===== src/rtl/sdr_tgen_pkg.sv =====
// Shared types and constants for the SDRAM Wishbone traffic generator.
// Optional LFSR data pattern is selected by SDR_TGEN_LFSR_EN.
package sdr_tgen_pkg;

  typedef enum logic [1:0] {
    ST_IDLE,
    ST_BUS,
    ST_DONE
  } state_t;

  localparam logic [2:0]  CTI_INCR  = 3'b010;
  localparam logic [2:0]  CTI_EOB   = 3'b111;
  localparam logic [31:0] LFSR_POLY = 32'h8020_0003;
  localparam int unsigned ADDR_STEP = 4;

  // One right shift of the Galois LFSR
  function automatic logic [31:0] lfsr_next(input logic [31:0] v);
    return (v >> 1) ^ (v[0] ? LFSR_POLY : 32'd0);
  endfunction

endpackage


===== src/rtl/sdr_tgen_pattern.sv =====
// Data pattern source: incrementing word, or Galois LFSR when
// SDR_TGEN_LFSR_EN is defined. Serves write data and read expectations.
module sdr_tgen_pattern
  import sdr_tgen_pkg::*;
(
  input  logic        clk,
  input  logic        rst,
  input  logic        load,
  input  logic [31:0] seed,
  input  logic        advance,
  output logic [31:0] cur_word
);

  logic [31:0] r_word;
  logic [31:0] w_seed;
  logic [31:0] w_next;

`ifdef SDR_TGEN_LFSR_EN
  // An all-zero LFSR state would lock up, so zero seeds become 1
  assign w_seed = (seed == 32'd0) ? 32'd1 : seed;
  assign w_next = lfsr_next(r_word);
`else
  assign w_seed = seed;
  assign w_next = r_word + 32'd1;
`endif

  // Load on command accept, step once per acknowledged beat
  always_ff @(posedge clk) begin
    if (rst) begin
      r_word <= 32'd0;
    end else if (load) begin
      r_word <= w_seed;
    end else if (advance) begin
      r_word <= w_next;
    end
  end

  assign cur_word = r_word;

endmodule


===== src/rtl/sdr_wb_traffic_gen.sv =====
// Wishbone burst master generating write / read-and-check traffic
// for SDRAM bring-up. Pattern mode selected by SDR_TGEN_LFSR_EN.
module sdr_wb_traffic_gen
  import sdr_tgen_pkg::*;
#(
  parameter int APP_AW    = 26,
  parameter int dw        = 32,
  parameter int TIMEOUT_W = 12
) (
  input  logic              wb_clk_i,
  input  logic              wb_rst_i,
  input  logic              cmd_valid,
  output logic              cmd_ready,
  input  logic              cmd_wr,
  input  logic [APP_AW-1:0] cmd_addr,
  input  logic [7:0]        cmd_len,
  input  logic [31:0]       cmd_seed,
  output logic              done,
  output logic              timeout,
  output logic [15:0]       err_cnt,
  output logic [APP_AW-1:0] first_err_addr,
  output logic              wb_cyc_o,
  output logic              wb_stb_o,
  output logic              wb_we_o,
  output logic [APP_AW-1:0] wb_addr_o,
  output logic [dw-1:0]     wb_dat_o,
  output logic [dw/8-1:0]   wb_sel_o,
  output logic [2:0]        wb_cti_o,
  input  logic              wb_ack_i,
  input  logic [dw-1:0]     wb_dat_i
);

  localparam logic [TIMEOUT_W-1:0] WD_LAST =
    TIMEOUT_W'((1 << TIMEOUT_W) - 2);

  state_t              r_state;
  logic                r_cyc;
  logic                r_wr;
  logic [APP_AW-1:0]   r_addr;
  logic [8:0]          r_beats;
  logic [TIMEOUT_W-1:0] r_wdog;
  logic                r_done;
  logic                r_timeout;
  logic [15:0]         r_err_cnt;
  logic [APP_AW-1:0]   r_first_err;

  logic                w_accept;
  logic                w_ack;
  logic                w_last;
  logic                w_mis;
  logic [31:0]         w_cur;

  assign w_accept = cmd_valid & (r_state == ST_IDLE);
  assign w_ack    = wb_ack_i & r_cyc;
  assign w_last   = (r_beats == 9'd1);
  assign w_mis    = w_ack & ~r_wr & (wb_dat_i != w_cur);

  sdr_tgen_pattern u_pat (
    .clk      (wb_clk_i),
    .rst      (wb_rst_i),
    .load     (w_accept),
    .seed     (cmd_seed),
    .advance  (w_ack),
    .cur_word (w_cur)
  );

  // Command sequencer: accept, burst with watchdog, one-cycle done
  always_ff @(posedge wb_clk_i) begin
    if (wb_rst_i) begin
      r_state     <= ST_IDLE;
      r_cyc       <= 1'b0;
      r_wr        <= 1'b0;
      r_addr      <= '0;
      r_beats     <= 9'd0;
      r_wdog      <= '0;
      r_done      <= 1'b0;
      r_timeout   <= 1'b0;
      r_err_cnt   <= 16'd0;
      r_first_err <= '0;
    end else begin
      r_done <= 1'b0;
      unique case (r_state)
        ST_IDLE: begin
          if (cmd_valid) begin
            r_state     <= ST_BUS;
            r_cyc       <= 1'b1;
            r_wr        <= cmd_wr;
            r_addr      <= cmd_addr & ~APP_AW'(3);
            r_beats     <= (cmd_len == 8'd0) ? 9'd256
                                             : {1'b0, cmd_len};
            r_wdog      <= '0;
            r_timeout   <= 1'b0;
            r_err_cnt   <= 16'd0;
            r_first_err <= '0;
          end
        end
        ST_BUS: begin
          if (w_ack) begin
            r_addr  <= r_addr + APP_AW'(ADDR_STEP);
            r_beats <= r_beats - 9'd1;
            r_wdog  <= '0;
            if (w_mis) begin
              if (r_err_cnt != 16'hFFFF)
                r_err_cnt <= r_err_cnt + 16'd1;
              if (r_err_cnt == 16'd0)
                r_first_err <= r_addr;
            end
            if (w_last) begin
              r_cyc   <= 1'b0;
              r_done  <= 1'b1;
              r_state <= ST_DONE;
            end
          end else if (r_wdog == WD_LAST) begin
            r_cyc     <= 1'b0;
            r_timeout <= 1'b1;
            r_done    <= 1'b1;
            r_state   <= ST_DONE;
          end else begin
            r_wdog <= r_wdog + TIMEOUT_W'(1);
          end
        end
        ST_DONE: r_state <= ST_IDLE;
        default: r_state <= ST_IDLE;
      endcase
    end
  end

  assign cmd_ready      = (r_state == ST_IDLE);
  assign done           = r_done;
  assign timeout        = r_timeout;
  assign err_cnt        = r_err_cnt;
  assign first_err_addr = r_first_err;
  assign wb_cyc_o       = r_cyc;
  assign wb_stb_o       = r_cyc;
  assign wb_we_o        = r_cyc & r_wr;
  assign wb_addr_o      = r_addr;
  assign wb_dat_o       = (r_cyc & r_wr) ? w_cur : '0;
  assign wb_sel_o       = '1;
  assign wb_cti_o       = !r_cyc ? 3'b000
                        : (w_last ? CTI_EOB : CTI_INCR);

endmodule


===== config.mk =====
export PLATFORM = sky130hd
export DESIGN_NAME = sdr_wb_traffic_gen
export DESIGN_NICKNAME = d
export VERILOG_FILES = /design/src/rtl/sdr_tgen_pkg.sv /design/src/rtl/sdr_tgen_pattern.sv /design/src/rtl/sdr_wb_traffic_gen.sv
export SDC_FILE = /design/constraint.sdc
export NUM_CORES = 1
export LEC_CHECK = 0
export ABC_AREA = 0
export BUFFER_PORTS_ARGS = -buffer_cell sky130_fd_sc_hd__buf_2
export CAP_MARGIN = 20
export CELL_PAD_IN_SITES_DETAIL_PLACEMENT = 1
export CELL_PAD_IN_SITES_GLOBAL_PLACEMENT = 1
export CORE_UTILIZATION = 25
export CTS_BUF_LIST = sky130_fd_sc_hd__clkbuf_4 sky130_fd_sc_hd__clkbuf_8
export DETAILED_ROUTE_END_ITERATION = 10
export GPL_TIMING_DRIVEN = 0
export PLACE_DENSITY = 0.56
export SLEW_MARGIN = 20
export SYNTH_ARGS = -nofsm -noshare
export SYNTH_HDL_FRONTEND = slang
export SYNTH_SLANG_ARGS = --single-unit

===== constraint.sdc =====
create_clock -name wb_clk_i -period 2.6 [get_ports wb_clk_i]
set_input_delay 0.52 -clock wb_clk_i [delete_from_list [all_inputs] [get_ports wb_clk_i]]
set_output_delay 0.52 -clock wb_clk_i [all_outputs]
set_load 0.02 [all_outputs]

**Word level (Yosys, flattened, before mapping)**

Index checks and enable logic that the tools add are counted.

- Bitwise logic cells: 7
- Add/sub/neg operators: 5
- Muxes and demuxes: 43
- Reductions and logical operators: 14
- Equality and inequality tests: 15

Operators with widths:

| kind | number |
|---|---|
| two-way mux 26 bit | 6 |
| case mux 26 bit (2 select lines) | 2 |
| two-way mux 32 bit | 3 |
| two-way mux 16 bit | 4 |
| two-way mux 12 bit | 3 |
| adder 32 x 1 -> 32 bit, second input constant | 1 |
| != test 32 bit | 1 |
| case mux 16 bit (2 select lines) | 1 |
| two-way mux 9 bit | 3 |
| adder 26 x 3 -> 26 bit, second input constant | 1 |
| case mux 12 bit (2 select lines) | 1 |
| case mux 9 bit (2 select lines) | 1 |
| adder 16 x 1 -> 16 bit, second input constant | 1 |
| logical NOT 16 bit | 1 |
| != test 16 bit, second input constant | 1 |
| != test 2 bit, second input constant | 7 |
| adder 12 x 1 -> 12 bit, second input constant | 1 |
| equality test 12 bit, second input constant | 1 |
| two-way mux 1 bit | 10 |
| AND reduction 5 bit | 2 |
| equality test 9 x 1 -> 1 bit, second input constant | 1 |
| != test 3 bit, second input constant | 3 |
| AND reduction 3 bit | 3 |
| subtractor 9 x 1 -> 9 bit, second input constant | 1 |
| 13 further kinds | 25 |

- Register bits after elaboration: 127
- Logic and storage cells: 95
- Bits of input ports: 103
- Output and inout port bits: 113

**Depth between registers and ports, before layout**

Gate-level depths: netlist of run 1.

- Depth after elaboration: 6
- Mapped depth: 8
- Gate-level depth less buffers: 7

**Hierarchy**

Synthesis of run 1 repeated with hierarchy kept, for this count alone.

- Cells, all modules: 967
- Area total of the unflattened synthesis: 7353.3 um^2

Modules (own cells, without submodules):

| module | times used | area an instance (um^2) | cells each | sequential area each (um^2) |
|---|---|---|---|---|
| sdr_wb_traffic_gen | 1 | 5429.0 | 726 | 1821.7 |
| sdr_tgen_pattern | 1 | 1924.3 | 241 | 640.6 |

**Least setup slack after synthesis of run 1**

Ideal clock, no wire load.

- Path type: reg-to-reg
- Start point: reg r_addr[2], in the netlist wb_addr_o[2]
- End point: reg r_addr[22], in the netlist wb_addr_o[22]
- Arrival time: 1.989 ns
- Cell stages (with the launch flop): 8
- Path buffers: 0
- Required time: 2.463 ns
- Slack: 0.474 ns
- Period minus slack after synthesis: 2.126 ns
- Setup time: 0.137 ns
- Path through: dfxtp_1 > ha_1 > and3_1 > nand4_1 > or2_2 > or3_1 > o21ai_0 > a211oi_1

- Cells in the longest elaborated chain, start to end: 3

Ends and longest elaborated chain:

| item | line | text |
|---|---|---|
| start, declared | sdr_wb_traffic_gen.sv:39 | `logic [APP_AW-1:0] r_addr;` |
| start signal, assigned | sdr_wb_traffic_gen.sv:88 | `r_addr <= cmd_addr & ~APP_AW'(3);` |
| start signal, assigned | sdr_wb_traffic_gen.sv:99 | `r_addr <= r_addr + APP_AW'(ADDR_STEP);` |
| adder 26 x 3 -> 26 bit | sdr_wb_traffic_gen.sv:99 |  |
| two-way mux 26 bit | sdr_wb_traffic_gen.sv:98 | `if (w_ack) begin` |
| case mux 26 bit (2 select lines) | sdr_wb_traffic_gen.sv:82 | `unique case (r_state)` |

No other way between the ends. The select of a mux whose other input is x is not followed.
A chain may end at the register's enable or synchronous reset.

**Worst setup path in the final report of run 1**

- Start point: reg r_beats[2]
- End point: out wb_cti_o[2]

- Cells in the longest elaborated chain, start to end: 3

Ends and longest elaborated chain:

| item | line | text |
|---|---|---|
| start, declared | sdr_wb_traffic_gen.sv:40 | `logic [8:0] r_beats;` |
| start signal, assigned | sdr_wb_traffic_gen.sv:89 | `r_beats <= (cmd_len == 8'd0) ? 9'd256` |
| start signal, assigned | sdr_wb_traffic_gen.sv:100 | `r_beats <= r_beats - 9'd1;` |
| equality test 9 x 1 -> 1 bit | sdr_wb_traffic_gen.sv:55 | `assign w_last = (r_beats == 9'd1);` |
| two-way mux 3 bit | sdr_wb_traffic_gen.sv:140 | `: (w_last ? CTI_EOB : CTI_INCR);` |
| two-way mux 3 bit | sdr_wb_traffic_gen.sv:139 | `assign wb_cti_o = !r_cyc ? 3'b000` |
| end, declared | sdr_wb_traffic_gen.sv:28 | `output logic [2:0] wb_cti_o,` |

No other way between the ends.

==> metrics.txt, run 1 <==
largest cells by area after synthesis dfxtp_1 (36%), xor2_1 (6.1%), nor2_1 (5.2%); Layout Nets 1,200; total power draw 4.77 mW; layout cells sized above 1 26.9%; Die ar. 28,400 um^2; most frequent cells after synthesis dfxtp_1 (123), nor2_1 (95), nand2_1 (72), a21oi_1 (55), xor2_1 (48); CP endpoint kind primary output; WHS 0.299 ns; worst path bufs/invs 2; crit-path max cell delay 0.56 ns; Final period util 95.1%; Post-synth EDFFs 0; Synth Area in Simple Gates 27.4%; max_cap viols 0; Synth async-reset ratio 0%; total gr overflow 0; Buffers on Ports 204; CP cell instances nor3_1 > and4_1 > buf_4 > buf_2; initial antenna violation count 0; Crit Path Class flip-flop to primary output; ant diodes 0; FMAX 404 MHz; area of the mapped netlist 6920 um^2; top_reg_cell synth dfxtp_1; Area growth, synth to finish 27.7%; max_slew headroom 43.0%; P per Cell Area 540 nW/um^2; number of synthesized register bits 123; vias in the first global route 7,359; placed cell area 8390 um^2; area of the core 27,000 um^2; Hold Path Class primary input to flip-flop; Critical Path Source Type flip-flop; clock buffer count from CTS 17; Post-Route WL 27.8 mm; DIE WIDTH 168 um; vias per cell 5.09; count leader, synth dfxtp_1; # fillers 3,349; dpl ws -0.0939 ns; final hold vios 0; cell family with most CP delay simple AND/OR/NAND/NOR gates; minimum clock period 2.47 ns; DP Cell Count 1,408; initial DRC count 400; adder-cell share of the synthesized area 1.45%; syn_area_per_cell 8.08 um^2; crit-path max FO 6; Synth Warn # 0; Post-Synth XOR/XNOR Area 9.11%; Final HPWL DP 21.2 mm; Clock Latency Late Sink 0.46 ns; WP data required 2.08 ns; Final ANT Viol Nets 0; CP arrival 1.95 ns; CTS Buffer Depth 2; mux cell area share after synthesis 0.289%; vias 7,340; Initial Util 25.6%; Final WS setup 0.128 ns; Compound-Gate Fraction of Synth Area 20.4%; Core Util, Final 32.7%; RSZ-0062 raised after global routing false; Post-route DRC 0; Final Cell Area 8830 um^2; fin cells 1,443; Netlist cell types 64; leakage power 3.74 nW; CTS tree done; Max Slew Vio Count 0; Layout Skew 0.0215 ns; area leader, netlist dfxtp_1; Seq/Total Area, Yosys 35.6%; Synth Instances 857; gpl congestion 0.796; clock-pin slew on the worst setup and hold paths 0.08 ns; CTS root buf clkbuf_8; worst-margin pin slew 0.851 ns; status finished clean; Site Rows 60; Worst path slowest cell nor3_1; Yosys top cell area share 35.6%; First-pass DRT Iterations 5; Ports 216; H-tree depth 4; Setup TNS Final 0 ns; final setup vio count 0; Total GRT Usage 19.8%; dominant combinational cell family by area after synthesis simple AND/OR/NAND/NOR gates; largest net degree at the start of global routing 17; Sink Count 123; first-pass GRT wire length 43.1 mm; Die H 168 um; Routed WL per cell 19.3 um; maximum vdd drop 0.240 mV
final timing paths:
check / startpoint / to / slack [ns] / depth (start not counted)
setup / recovery: r_beats[2] / wb_cti_o[2] / 0.13 / 4
hold / removal: cmd_wr / r_wr / 0.30 / 3
hold reg to reg: first_err_addr[14] / first_err_addr[14] / 0.48 / 1
setup reg to reg: wb_addr_o[2] / wb_addr_o[22] / 0.20 / 7
state kept, by name (all words and copies together) (netlist names), 2 cells and up:
name and count:
err_cnt 16, first_err_addr 24, r_beats 9, r_state 2, r_wdog 12, u_pat.cur_word 32, wb_addr_o 24
report_power, final:
| part | total [mW] | switching, mW | internal [mW] |
|---|---|---|---|
| Sequential | 2.14 | 0.164 | 1.98 |
| Clock | 1.77 | 0.881 | 0.893 |
| Combinational | 0.857 | 0.541 | 0.316 |
cells in the final DEF (no fill, tap or decap), types with 7 or more instances in the layout:
cell type and n:
a211oi_1 43, a21oi_1 55, a22o_1 25, and3_1 43, buf_2 211, buf_4 15, clkbuf_1 33, clkbuf_8 18
conb_1 8, dfxtp_1 122, ha_1 8, inv_1 10, nand2_1 72, nand2b_1 7, nand3_1 37, nand4_1 23
nor2_1 94, nor3_1 13, nor4_1 18, o21ai_0 27, o21ai_1 12, or3_1 20, xnor2_1 24, xor2_1 48
logic make-up after synthesis:
family                   after synthesis
XOR/XNOR                              72
multiplexers                           2
buffers and inverters                 78
adder cells (fa/ha/maj)                8
flip-flops                           123
AND/OR/NAND/NOR                      362
other                                  2
AO/OA/AOI/OAI                        210
tightest hold or removal path, stage by stage:
cell and delay (ns):
buf_2 0.10, nand2_1 0.05, a21oi_1 0.05
layer usage:
metal  up-vias  GRT usage (%)  part of all wire (%)
li1       3566              -                     -
met2       133           32.9                    48
met4         0           3.83                  0.63
met1      3629           26.8                    49
met5         -              0                     0
met3        12           3.55                   3.0
what timing repair did:
action	in CTS	in global routing
buffers inserted	0	3
hold buffers	0	0
pin swaps	0	2
endpoints found under the setup margin	12	16
gates resized for setup	3	5
layout make-up:
| type | instances | area, um^2 | share of cell area (%) |
|---|---|---|---|
| Timing Repair Buffer | 207 | 1060 | 12.0 |
| Buffer | 68 | 358 | 4.05 |
| Inverter | 10 | 37.5 | 0.425 |
| Sequential cell | 123 | 2460 | 27.9 |
| Multi-Input combinational cell | 662 | 4090 | 46.3 |
| Clock buffer | 19 | 255 | 2.89 |
| Tap cell | 341 | 427 | 4.83 |
| Clock inverter | 13 | 144 | 1.63 |
(Power assumes the default switching activity.)
==> run 2, diff against run 1 <==
Settings changed: SKIP_CTS_REPAIR_TIMING set to 1, SYNTH_HIERARCHICAL set to 1.
==> metrics.txt, run 2 <==
status finished clean; Final Cell Area 9440 um^2; Layout Nets 1,316; switching share of power 34.7%; Netlist cell types 78; Crit Path Class flip-flop to flip-flop; Total GRT Usage 21.4%; count leader, synth dfxtp_1; H-tree depth 4; Seq/Total Area, Yosys 33.5%; commonest non-fill, non-tap cell in the layout buf_2; largest cells by area after synthesis dfxtp_1 (33%), nor2_1 (5.4%), nand2_1 (4.4%); Final HPWL DP 23.9 mm; cell mode on critical path clkbuf_4; Clock Latency Late Sink 0.46 ns; CP arrival 2.85 ns; Critical Path Source Type flip-flop; Site Rows 62; Synth async-reset ratio 0%; max_slew headroom 37.8%; CTS root buf clkbuf_8; minimum clock period 2.47 ns; P per Cell Area 499 nW/um^2; leakage power 3.89 nW; Hold Path Class primary input to flip-flop; CP cell instances xor2_1 > nor4_4 > nand4_1 > o21ai_4 > clkbuf_4 > clkbuf_4 > nand3_1 > o21ai_0; gpl congestion 0.802; Post-Route WL 32.1 mm; Worst path slowest cell dfxtp_1; area of the mapped netlist 7350 um^2; CTS tree done; final setup vio count 0; Final ANT Viol Nets 0; Die ar. 30,100 um^2; clock-pin slew on the worst setup and hold paths 0.09 ns; number of synthesized register bits 123; NetSw 1.64 mW; max_cap viols 0; # fillers 3,669; Post-route DRC 0; Max Slew Vio Count 0; initial antenna violation count 1; Buffers on Ports 205; maximum vdd drop 0.271 mV; max FFs per register 32; Area growth, synth to finish 28.4%; Ports 216; most frequent cells after synthesis dfxtp_1 (123), nor2_1 (106), nand2_1 (87), o21ai_0 (59), nand3_1 (57); worst-margin pin slew 0.926 ns; largest net degree at the start of global routing 17; top_reg_cell synth dfxtp_1; First-pass DRT Iterations 5; DIE WIDTH 174 um; layout cells sized above 1 26.0%; clock power share 35.6%; vias in the first global route 8,453; WHS 0.304 ns; initial DRC count 427; area leader, netlist dfxtp_1; Sink Count 123; vias 8,364; vias per cell 5.22; WP data required 2.98 ns; Final period util 95.0%; FMAX 405 MHz; CP endpoint kind flip-flop; Layout Skew 0.0176 ns; CTS Buffer Depth 2; Die H 174 um; syn_area_per_cell 7.60 um^2; clock buffer count from CTS 17; Initial Util 25.5%; register share of total power 45.5%; Synth Instances 967; Routed WL per cell 20.0 um; first-pass GRT wire length 49.7 mm; placed cell area 8880 um^2; logic gate share of total power 18.9%; total gr overflow 0; crit-path max FO 10; crit-path max cell delay 0.52 ns; Yosys top cell area share 33.5%; final hold vios 0; area of the core 28,900 um^2; most frequent cells in the layout buf_2 (212), dfxtp_1 (113), nor2_1 (106); P_int 3.08 mW; Post-synth EDFFs 0; Synth Warn # 6
run 2: cell type report:
cell class                 count  area (um^2)  share of cell area (%)
multi-input combinational    744         4550                    48.2
tap                          384          480                    5.09
buffer                        80          375                    3.98
clock buffer                  18          248                    2.62
timing repair buffer         213         1090                    11.5
sequential                   123         2480                    26.2
clock inverter                13          119                    1.26
antenna                        1         2.50                  0.0265
inverter                      26          103                    1.09
run 2: layer usage:
metal	vias up	GRT usage [%]	share of wire, %
met4	0	9.00	3.3
met1	4099	29.3	48
met2	222	32.7	44
li1	3992	-	-
met5	-	0	0
met3	51	3.79	4.3
run 2: path summary, 6_finish.rpt:
kind / start / endpoint / slack (ns) / depth (start not counted)
setup / recovery: u_pat/cur_word[28] / first_err_addr[19] / 0.13 / 8
hold / removal: cmd_seed[22] / u_pat/cur_word[22] / 0.30 / 3
setup reg to reg: u_pat/cur_word[28] / first_err_addr[19] / 0.13 / 8
hold reg to reg: first_err_addr[23] / first_err_addr[23] / 0.47 / 2
run 2: logic make-up (layout without fill, tap and decap cells):
family | count (synthesis) | after routing | share of synthesized area [%]
adders and majority gates | 8 | 8 | 1.36
muxes | 3 | 3 | 0.408
DFF | 123 | 123 | 33.5
xor gates and xnor gates | 51 | 51 | 6.07
other | 2 | 9 | 0.102
buffers and inverters | 106 | 350 | 6.30
AOI/OAI and AO/OA | 223 | 223 | 19.7
and+or+nand+nor | 451 | 451 | 32.6
run 2: power groups by stage:
| stage | logic (mW) | registers (mW) | clock network [mW] |
|---|---|---|---|
| after floorplan | 0.476 | 2.16 | 0 |
| after global placement | 0.840 | 2.19 | 0 |
| after detailed placement | 0.848 | 2.18 | 0 |
| after CTS | 0.852 | 2.14 | 1.73 |
| after global routing | 0.975 | 2.16 | 1.81 |
| final | 0.890 | 2.14 | 1.68 |
run 2: worst max-delay path, delay by kind of cell, from the launching register on:
kind | cells | cell delay, ns
AO/OA/AOI/OAI | 2 | 0.39
AND/OR/NAND/NOR | 3 | 0.75
XOR/XNOR | 1 | 0.16
buffers and inverters | 2 | 0.57
flip-flops | 1 | 0.52
run 2: through the flow:
stage | worst slack [ns] | utilization [%] | power, mW | TNS [ns] | std cells
finish | 0.130 | 32.7 | 4.71 | 0 | 1602
global route | -0.0324 | 32.7 | 4.95 | -0.0872 | 1601
CTS | -0.514 | 32.0 | 4.72 | -16.62 | 1593
detailed placement | -0.647 | 30.8 | 3.03 | -19.95 | 1562
global placement | -0.609 | 30.8 | 3.03 | -18.36 | 1562
floorplan | 0.145 | - | 2.64 | 0 | 973
==> run 3, diff against run 2 <==
Settings changed: SETUP_SLACK_MARGIN set to 0.15.
==> metrics.txt, run 3 (synthesis results as in run 2) <==
crit-path max FO 11; dpl ws -0.575 ns; Total GRT Usage 21.5%; final hold vios 0; Max Slew Vio Count 0; status finished clean; first-pass GRT wire length 49.9 mm; Hold Path Class primary input to flip-flop; CP arrival 2.73 ns; max_slew headroom 46.3%; Sink Count 123; Worst path slowest cell nor3_1; Post-Route WL 32.2 mm; area of the core 28,900 um^2; CP endpoint kind flip-flop; largest net degree at the start of global routing 17; crit-path max cell delay 0.35 ns; Layout Nets 1,319; total gr overflow 0; Post-route DRC 0; Layout Skew 0.0196 ns; Die ar. 30,100 um^2; clock-pin slew on the worst setup and hold paths 0.08 ns; Clock Latency Late Sink 0.46 ns; Site Rows 62; most frequent cells in the layout buf_2 (211), dfxtp_1 (112), nor2_1 (106); vias in the first global route 8,339; cell mode on critical path clkbuf_4; Final WS setup 0.185 ns; gpl congestion 0.819; initial antenna violation count 1; vias 8,366; FMAX 414 MHz; Routed WL per cell 20.1 um; CTS root buf clkbuf_8; Final HPWL DP 24.0 mm; CTS tree done; final setup vio count 0; Critical Path Source Type flip-flop; Setup TNS Final 0 ns; Ports 216; WHS 0.310 ns; WP data required 2.92 ns; DIE WIDTH 174 um; Final ANT Viol Nets 0; layout cells sized above 1 27.0%; Initial Util 25.5%; Buffers on Ports 205; First-pass DRT Iterations 5; clock buffer count from CTS 17; cell family with most CP delay buffers and inverters; vias per cell 5.21; H-tree depth 4; fin cells 1,606; max_cap viols 0; Crit Path Class flip-flop to flip-flop; Area growth, synth to finish 30.0%; minimum clock period 2.42 ns; leakage power 3.97 nW; maximum vdd drop 0.254 mV; CP cell instances nor2_1 > nand2_1 > inv_2 > a21oi_2 > nor3_1 > o21ai_4 > clkbuf_4 > clkbuf_4 > nand3_1 > o21ai_0; DP Cell Count 1,562; total power draw 4.91 mW; Die H 174 um; CTS Buffer Depth 2; Final period util 92.9%; worst path bufs/invs 3; P per Cell Area 513 nW/um^2; initial DRC count 431; commonest non-fill, non-tap cell in the layout buf_2; max FFs per register 32; worst-margin pin slew 0.800 ns; RSZ-0062 raised after global routing true
## run 3: cell count changes in the layout (fill, tap and decap cells not counted), moves of 2 or more
cell,previous run,this run
inv_6,3,7
clkbuf_2,5,10
buf_4,21,24
inv_8,0,2
clkbuf_1,50,45
clkinv_2,4,0
## run 3: report_power, final
part / internal [mW] / switching (mW)
sequential: 1.97 / 0.171
combinational: 0.325 / 0.574
clock: 0.888 / 0.974
## run 3: area by class of cell
cell class | instances | area, um^2
fill | 3657 | 19300
antenna | 1 | 2.50
buffer | 80 | 384
clock inverter | 15 | 176
sequential | 123 | 2480
inverter | 26 | 105
multi-input combinational | 744 | 4590
timing repair buffer | 216 | 1110
tap | 384 | 480
clock buffer | 17 | 234
## run 3: stage by stage
stage                     area, um^2  utilization [%]
after CTS                       9290             32.2
after global routing            9560             33.1
final                           9560             33.1
after floorplan                 7380                -
after global placement          8880             30.8
after detailed placement        8880             30.8
## run 3: path summary, 6_finish.rpt
| path | from | endpoint | slack, ns | cells past startpoint |
|---|---|---|---|---|
| min reg2reg | first_err_addr[24] | first_err_addr[24] | 0.47 | 2 |
| min | cmd_seed[22] | u_pat/cur_word[22] | 0.31 | 3 |
| max reg2reg | r_state[1] | first_err_addr[22] | 0.18 | 10 |
| max | r_state[1] | first_err_addr[22] | 0.18 | 10 |
## run 3: tightest hold or removal path, cell delays in order
cell and delay (ns):
buf_2 0.09, inv_1 0.04, a2111oi_1 0.06
## run 3: per-layer routing
layer / vias to the layer above / GRT usage (%) / wire, um / share of wire (%)
met1: 4092 / 29.9 / 15400 / 48
met2: 225 / 33.0 / 14700 / 45
met5: - / 0 / 0 / 0
met3: 46 / 3.57 / 1360 / 4.2
li1: 4003 / - / - / -
met4: 0 / 8.15 / 791 / 2.5
